[config.mk]
export PLATFORM = sky130hd
export DESIGN_NAME = up_tpl_regmap_agg
export DESIGN_NICKNAME = d
export VERILOG_FILES = /design/src/rtl/up_tpl_regmap_agg.sv
export SDC_FILE = /design/constraint.sdc
export NUM_CORES = 1
export LEC_CHECK = 0
export BUFFER_PORTS_ARGS = -buffer_cell sky130_fd_sc_hd__buf_2
export CAP_MARGIN = 20
export CORE_AREA = 2 2 116 118
export DETAILED_ROUTE_END_ITERATION = 6
export DIE_AREA = 0 0 118 120
export GPL_TIMING_DRIVEN = 0
export PLACE_DENSITY_LB_ADDON = 0.3
export SLEW_MARGIN = 20
export SYNTH_ARGS = -nofsm -noshare
export SYNTH_HDL_FRONTEND = slang
export SYNTH_SLANG_ARGS = --single-unit
[constraint.sdc]
create_clock -name up_clk -period 1.93 [get_ports up_clk]
set_input_delay 0.386 -clock up_clk [delete_from_list [all_inputs] [get_ports up_clk]]
set_output_delay 0.386 -clock up_clk [all_outputs]
set_load 0.01 [all_outputs]
[src/rtl/up_tpl_regmap_agg.sv]
// up-bus request aggregator: broadcasts one request to NUM_SLAVES
// register slaves, merges acks and read data, adds a timeout watchdog.
// Ports: up_* upstream up-bus (up_clk, async active-low up_rstn),
//        s_* broadcast request / per-slave ack and read data.
// Optional macro UP_TPL_REGMAP_AGG_STATS_EN: fault counters plus a
// local stats register at LOCAL_ADDR ({8'd0, late, collision, timeout}).
module up_tpl_regmap_agg #(
  parameter int unsigned           NUM_SLAVES = 4,
  parameter int unsigned           ADDR_WIDTH = 14,
  parameter int unsigned           TIMEOUT    = 255,
  parameter logic [31:0]           ERR_RDATA  = 32'hDEADDEAD,
  parameter bit                    REG_REQ    = 1'b1,
  parameter logic [ADDR_WIDTH-1:0] LOCAL_ADDR = 14'h3FFF
) (
  input  logic                       up_clk,
  input  logic                       up_rstn,
  input  logic                       up_wreq,
  input  logic [ADDR_WIDTH-1:0]      up_waddr,
  input  logic [31:0]                up_wdata,
  output logic                       up_wack,
  input  logic                       up_rreq,
  input  logic [ADDR_WIDTH-1:0]      up_raddr,
  output logic [31:0]                up_rdata,
  output logic                       up_rack,
  output logic                       s_wreq,
  output logic [ADDR_WIDTH-1:0]      s_waddr,
  output logic [31:0]                s_wdata,
  input  logic [NUM_SLAVES-1:0]      s_wack,
  output logic                       s_rreq,
  output logic [ADDR_WIDTH-1:0]      s_raddr,
  input  logic [NUM_SLAVES*32-1:0]   s_rdata,
  input  logic [NUM_SLAVES-1:0]      s_rack
);

  typedef enum logic [1:0] {
    IDLE,
    WAIT,
    RESP
  } state_e;

  localparam int WR = 0;
  localparam int RD = 1;

  state_e                state_q [2];
  state_e                state_d [2];
  logic [15:0]           tmr_q   [2];
  logic [15:0]           tmr_d   [2];
  logic [ADDR_WIDTH-1:0] addr_q  [2];
  logic [ADDR_WIDTH-1:0] addr_d  [2];
  logic                  sreq_q  [2];
  logic                  sreq_d  [2];
  logic [31:0]           wdata_q, wdata_d;
  logic [31:0]           rdata_q, rdata_d;

  logic                  req     [2];
  logic [ADDR_WIDTH-1:0] addr_in [2];
  logic [NUM_SLAVES-1:0] acks    [2];
  logic                  ack     [2];
  logic                  multi   [2];
  logic [31:0]           rd_or;

`ifdef UP_TPL_REGMAP_AGG_STATS_EN
  logic       local_q [2];
  logic       local_d [2];
  logic [7:0] tmo_q, tmo_d;
  logic [7:0] col_q, col_d;
  logic [7:0] late_q, late_d;
  logic [1:0] n_tmo, n_col, n_late;
  logic       clr;

  function automatic logic [7:0] sat_add(
    input logic [7:0] c,
    input logic [1:0] n
  );
    logic [8:0] s;
    s = {1'b0, c} + {7'd0, n};
    return s[8] ? 8'hFF : s[7:0];
  endfunction
`endif

  assign req[WR]     = up_wreq;
  assign req[RD]     = up_rreq;
  assign addr_in[WR] = up_waddr;
  assign addr_in[RD] = up_raddr;
  assign acks[WR]    = s_wack;
  assign acks[RD]    = s_rack;

  always_comb begin
    rd_or = '0;
    for (int k = 0; k < NUM_SLAVES; k++) begin
      rd_or = rd_or | s_rdata[32*k +: 32];
    end
    for (int p = 0; p < 2; p++) begin
      ack[p]   = |acks[p];
      // more than one bit set: clearing the lowest set bit leaves some
      multi[p] = |(acks[p] & (acks[p] - NUM_SLAVES'(1)));
    end
  end

  always_comb begin
    for (int p = 0; p < 2; p++) begin
      state_d[p] = state_q[p];
      tmr_d[p]   = tmr_q[p];
      addr_d[p]  = addr_q[p];
      sreq_d[p]  = 1'b0;
    end
    wdata_d = wdata_q;
    rdata_d = '0;
`ifdef UP_TPL_REGMAP_AGG_STATS_EN
    for (int p = 0; p < 2; p++) begin
      local_d[p] = local_q[p];
    end
    n_tmo  = '0;
    n_col  = '0;
    n_late = '0;
    clr    = 1'b0;
`endif
    for (int p = 0; p < 2; p++) begin
      unique case (state_q[p])
        IDLE: begin
`ifdef UP_TPL_REGMAP_AGG_STATS_EN
          if (ack[p]) n_late = n_late + 2'd1;
`endif
          if (req[p]) begin
            state_d[p] = WAIT;
            tmr_d[p]   = '0;
            addr_d[p]  = addr_in[p];
            sreq_d[p]  = 1'b1;
            if (p == WR) wdata_d = up_wdata;
`ifdef UP_TPL_REGMAP_AGG_STATS_EN
            local_d[p] = (addr_in[p] == LOCAL_ADDR);
`endif
          end
        end
        WAIT: begin
          tmr_d[p] = tmr_q[p] + 16'd1;
`ifdef UP_TPL_REGMAP_AGG_STATS_EN
          // local register answers on the first WAIT cycle, never times out
          if (local_q[p]) begin
            state_d[p] = RESP;
            if (ack[p]) n_col = n_col + 2'd1;
            if (p == RD) rdata_d = {8'd0, late_q, col_q, tmo_q} | rd_or;
            if (p == WR && wdata_q[0]) clr = 1'b1;
          end else
`endif
          if (ack[p]) begin
            // a real ack on the expiry cycle wins over the watchdog
            state_d[p] = RESP;
            if (p == RD) rdata_d = rd_or;
`ifdef UP_TPL_REGMAP_AGG_STATS_EN
            if (multi[p]) n_col = n_col + 2'd1;
`endif
          end else if (tmr_q[p] == 16'(TIMEOUT - 1)) begin
            state_d[p] = RESP;
            if (p == RD) rdata_d = ERR_RDATA;
`ifdef UP_TPL_REGMAP_AGG_STATS_EN
            n_tmo = n_tmo + 2'd1;
`endif
          end
        end
        RESP: begin
          state_d[p] = IDLE;
`ifdef UP_TPL_REGMAP_AGG_STATS_EN
          if (ack[p]) n_late = n_late + 2'd1;
`endif
        end
        default: state_d[p] = IDLE;
      endcase
    end
  end

  always_ff @(posedge up_clk or negedge up_rstn) begin
    if (!up_rstn) begin
      for (int p = 0; p < 2; p++) begin
        state_q[p] <= IDLE;
        tmr_q[p]   <= '0;
        addr_q[p]  <= '0;
        sreq_q[p]  <= 1'b0;
      end
      wdata_q <= '0;
      rdata_q <= '0;
    end else begin
      for (int p = 0; p < 2; p++) begin
        state_q[p] <= state_d[p];
        tmr_q[p]   <= tmr_d[p];
        addr_q[p]  <= addr_d[p];
        sreq_q[p]  <= sreq_d[p];
      end
      wdata_q <= wdata_d;
      rdata_q <= rdata_d;
    end
  end

`ifdef UP_TPL_REGMAP_AGG_STATS_EN
  always_comb begin
    tmo_d  = sat_add(tmo_q, n_tmo);
    col_d  = sat_add(col_q, n_col);
    late_d = sat_add(late_q, n_late);
    if (clr) begin
      tmo_d  = '0;
      col_d  = '0;
      late_d = '0;
    end
  end

  always_ff @(posedge up_clk or negedge up_rstn) begin
    if (!up_rstn) begin
      local_q[WR] <= 1'b0;
      local_q[RD] <= 1'b0;
      tmo_q       <= '0;
      col_q       <= '0;
      late_q      <= '0;
    end else begin
      local_q[WR] <= local_d[WR];
      local_q[RD] <= local_d[RD];
      tmo_q       <= tmo_d;
      col_q       <= col_d;
      late_q      <= late_d;
    end
  end
`endif

  assign up_wack  = (state_q[WR] == RESP);
  assign up_rack  = (state_q[RD] == RESP);
  // only loaded on the read transition into RESP, so 0 otherwise
  assign up_rdata = rdata_q;

  if (REG_REQ) begin : g_reg
    assign s_wreq  = sreq_q[WR];
    assign s_rreq  = sreq_q[RD];
    assign s_waddr = addr_q[WR];
    assign s_raddr = addr_q[RD];
    assign s_wdata = wdata_q;
  end else begin : g_comb
    logic w_acc, r_acc;
    assign w_acc   = up_wreq && (state_q[WR] == IDLE);
    assign r_acc   = up_rreq && (state_q[RD] == IDLE);
    assign s_wreq  = w_acc;
    assign s_rreq  = r_acc;
    assign s_waddr = w_acc ? up_waddr : addr_q[WR];
    assign s_raddr = r_acc ? up_raddr : addr_q[RD];
    assign s_wdata = w_acc ? up_wdata : wdata_q;
  end

endmodule

==> flow_summary.yaml <==
synth:
  synth_top_area_share: 0.605
  ys_seq_area_frac: 0.605
  async_flop_share: 1.00
  synth.most_common_cell: "nand2_1"
  synth_flop_cell: "dfrtp_1"
  synthTopCellsByCount: "209 x nand2_1, 130 x dfrtp_1, 36 x nor4_1"
  syn_avg_cell_area_um2: 9.73
  ys_seq_elements: 130
  synthTopCellsByArea: "dfrtp_1 60%, nand2_1 15%, nor4_1 4.2%, a21oi_2 3.1%, o21ai_0 2.0%"
  synth_top_cell_by_area: "dfrtp_1"
  syn_inst: 553
  synth_cell_types: 34
  syn_nets: 757
  synth_area_mm2: 0.00538
  synth_edf_count: 0
  ys_warn_count: 0
clock_tree:
  cts_root_buffer: "clkbuf_16"
  clkTransAtPathRegs_ns: 0.05
  cts_setup_buffers: 0
  clk_path_buf_depth: 2
  clk_latency_ns: 0.41
  cts_buffers: 17
  htree_levels: 4
  cts_tree: "built"
  clock_sinks: 130
global_route:
  grt_pass1_vias: 4827
  grt_pass1_wl_um: 23600
  antenna_found_initial: 0
  grt_usage: 0.214
  grt_max_degree: 71
  overflow: 0
timing:
  post-route-period-util: 0.939
  rsz0062_at_grt: "no"
  period_needed_ns: 1.81
  final-hold-violation-count: 0
  skew_ns: 0.00564
  finalSetupViolations: 0
  layout_setup_ws_ns: 0.117
  fmax_ghz: 0.552
  maxSlewViolCount: 0
  fin_hold_ws_ns: 0.163
  slew_headroom: 0.439
  tightest_slew_ns: 0.834
  final.setup.tns_ns: 0
placed_design:
  dpl.hpwl_um: 11300
  numPortBuffers: 295
  place_area_mm2: 0.00712
  dp_slack_ns: -0.000145
  place_congestion: 0.885
critical_path:
  timing.critical_path.to_type: "register"
  crit_fanout: 10
  required_ns: 2.26
  arrival_ns: 2.14
  worstSetupPathType: "register to register"
  rrSetupSlack_ns: 0.12
  critPathLaunchType: "register"
layout:
  nets: 1072
  drive_gt1_frac: 0.401
  antenna_cells: 0
  stdcell_area_mm2: 0.00767
  syn_to_final_growth_pct: 42.5
floorplan:
  die_area_mm2: 0.0142
  rows: 42
  die_height_um: 120
  core-area_mm2: 0.0130
  io_pins: 296
  die_width_um: 118
  initial_core_util: 0.415
run_status:
  status: "complete, no violations"
job:
  cap_viol_max_count: 0
pwr:
  ir_drop_mv: 0.587
  switching_share: 0.296
  pwr-share-comb: 0.229
  power.total_uw: 8380
  leakagePower_uw: 0.00417
  switchingPower_uw: 2480
  powerDensity_mw_per_mm2: 1090
  internal_power_uw: 5900
  seqPwrFrac: 0.426
  power_frac_clock: 0.345
routing:
  drtAntennaViolNets: 0
  drc: 0
  drt_iter0_drc: 241
  routed_wl_um: 14600
  vias_per_cell: 4.83
  vias: 5090
  routedWlPerCell_um: 13.8
  drtPass1Iterations: 4
min_path:
  min_path_type: "primary input to register"
==> critical path: stages, from the launching register on <==
cell and delay (ns):
dfrtp_1 0.42, or4_4 0.54, nor4_4 0.32, o21ai_2 0.15, buf_6 0.18, a21oi_2 0.13
==> flip-flops by register name, indices dropped and copies added, names as in the netlist <==
register  cells
up_rdata     32
s_wdata      32
s_raddr      14
state_q       4
s_waddr      14
s_wreq        1
tmr_q        32
s_rreq        1
==> timing repair <==
action	in CTS	in global routing
hold endpoints to repair	60	0
hold buffers	1	0
resized for setup	0	5
endpoints found under the setup margin	0	22
==> worst paths after layout <==
| kind | cells past startpoint | endpoint | start |
|---|---|---|---|
| worst max-delay path | 5 | up_rdata[11] | tmr_q[12] |
| worst min-delay path | 3 | s_waddr[0] | up_waddr[0] |
| worst max register to register | 5 | up_rdata[11] | tmr_q[12] |
| worst min register to register | 2 | s_waddr[10] | s_waddr[10] |
| max in group asynchronous | 3 | s_raddr[12] | up_rstn |
| min in group asynchronous | 2 | s_wdata[18] | up_rstn |
==> area by class of cell <==
type                    instances  area (µm²)
flip-flops and latches        130        3250
fillers                      1205        5310
multi-input cells             395        2010
repair buffers                297        1520
inverters                       5        18.8
clock inverters                 6        57.6
well taps                     176         220
clock buffers                  23         478
plain buffers                  22         103
==> kinds of logic after synthesis <==
group	synth area share
simple gates	0.262
mux	0.0186
buf+inv	0.0228
fa+ha+maj	0.00930
flops	0.605
compound gates	0.0830
==> stage by stage <==
step	utilization	instances
3_5_place_dp	0.548	1025
3_3_place_gp	0.545	1024
2_1_floorplan	-	553
6_report	0.591	1054
5_1_grt	0.591	1054
4_1_cts	0.590	1055
==> layer usage <==
metal,share of wire,wire (µm),GRT usage
met5,0,0,0
met4,0.025,365,0.0964
met3,0.065,939,0.0551
met2,0.50,7220,0.365
met1,0.41,6040,0.257
==> layout by cell type, fill, tap and decap left out, drive strengths merged <==
master,count
and3,6
or4b,1
clkinvlp,1
nand3,15
a21oi,27
or4,3
clkinv,4
nand2b,2
ha,4
nand4b,1
o31ai,6
dlygate4sd3,1
nor2,20
nor3,3
nand4,8
and4,3
nor4,37
mux2i,10
nand2,209
clkbuf,39
inv,5
nor2b,4
a31oi,5
and4b,1
a21o,1
buf,302
bufinv,1
or3,1
o21ai,23
dfrtp,130
o211ai,5
==> power groups by stage <==
stage | Clock (µW) | Sequential (µW) | Combinational (µW)
global route | 3110 | 3650 | 2160
floorplan | 0 | 3830 | 710
detailed placement | 0 | 3610 | 1960
CTS | 2980 | 3570 | 1960
finish | 2890 | 3570 | 1920
global placement | 0 | 3590 | 1920
No activity file was read; power rests on OpenSTA's default activity.
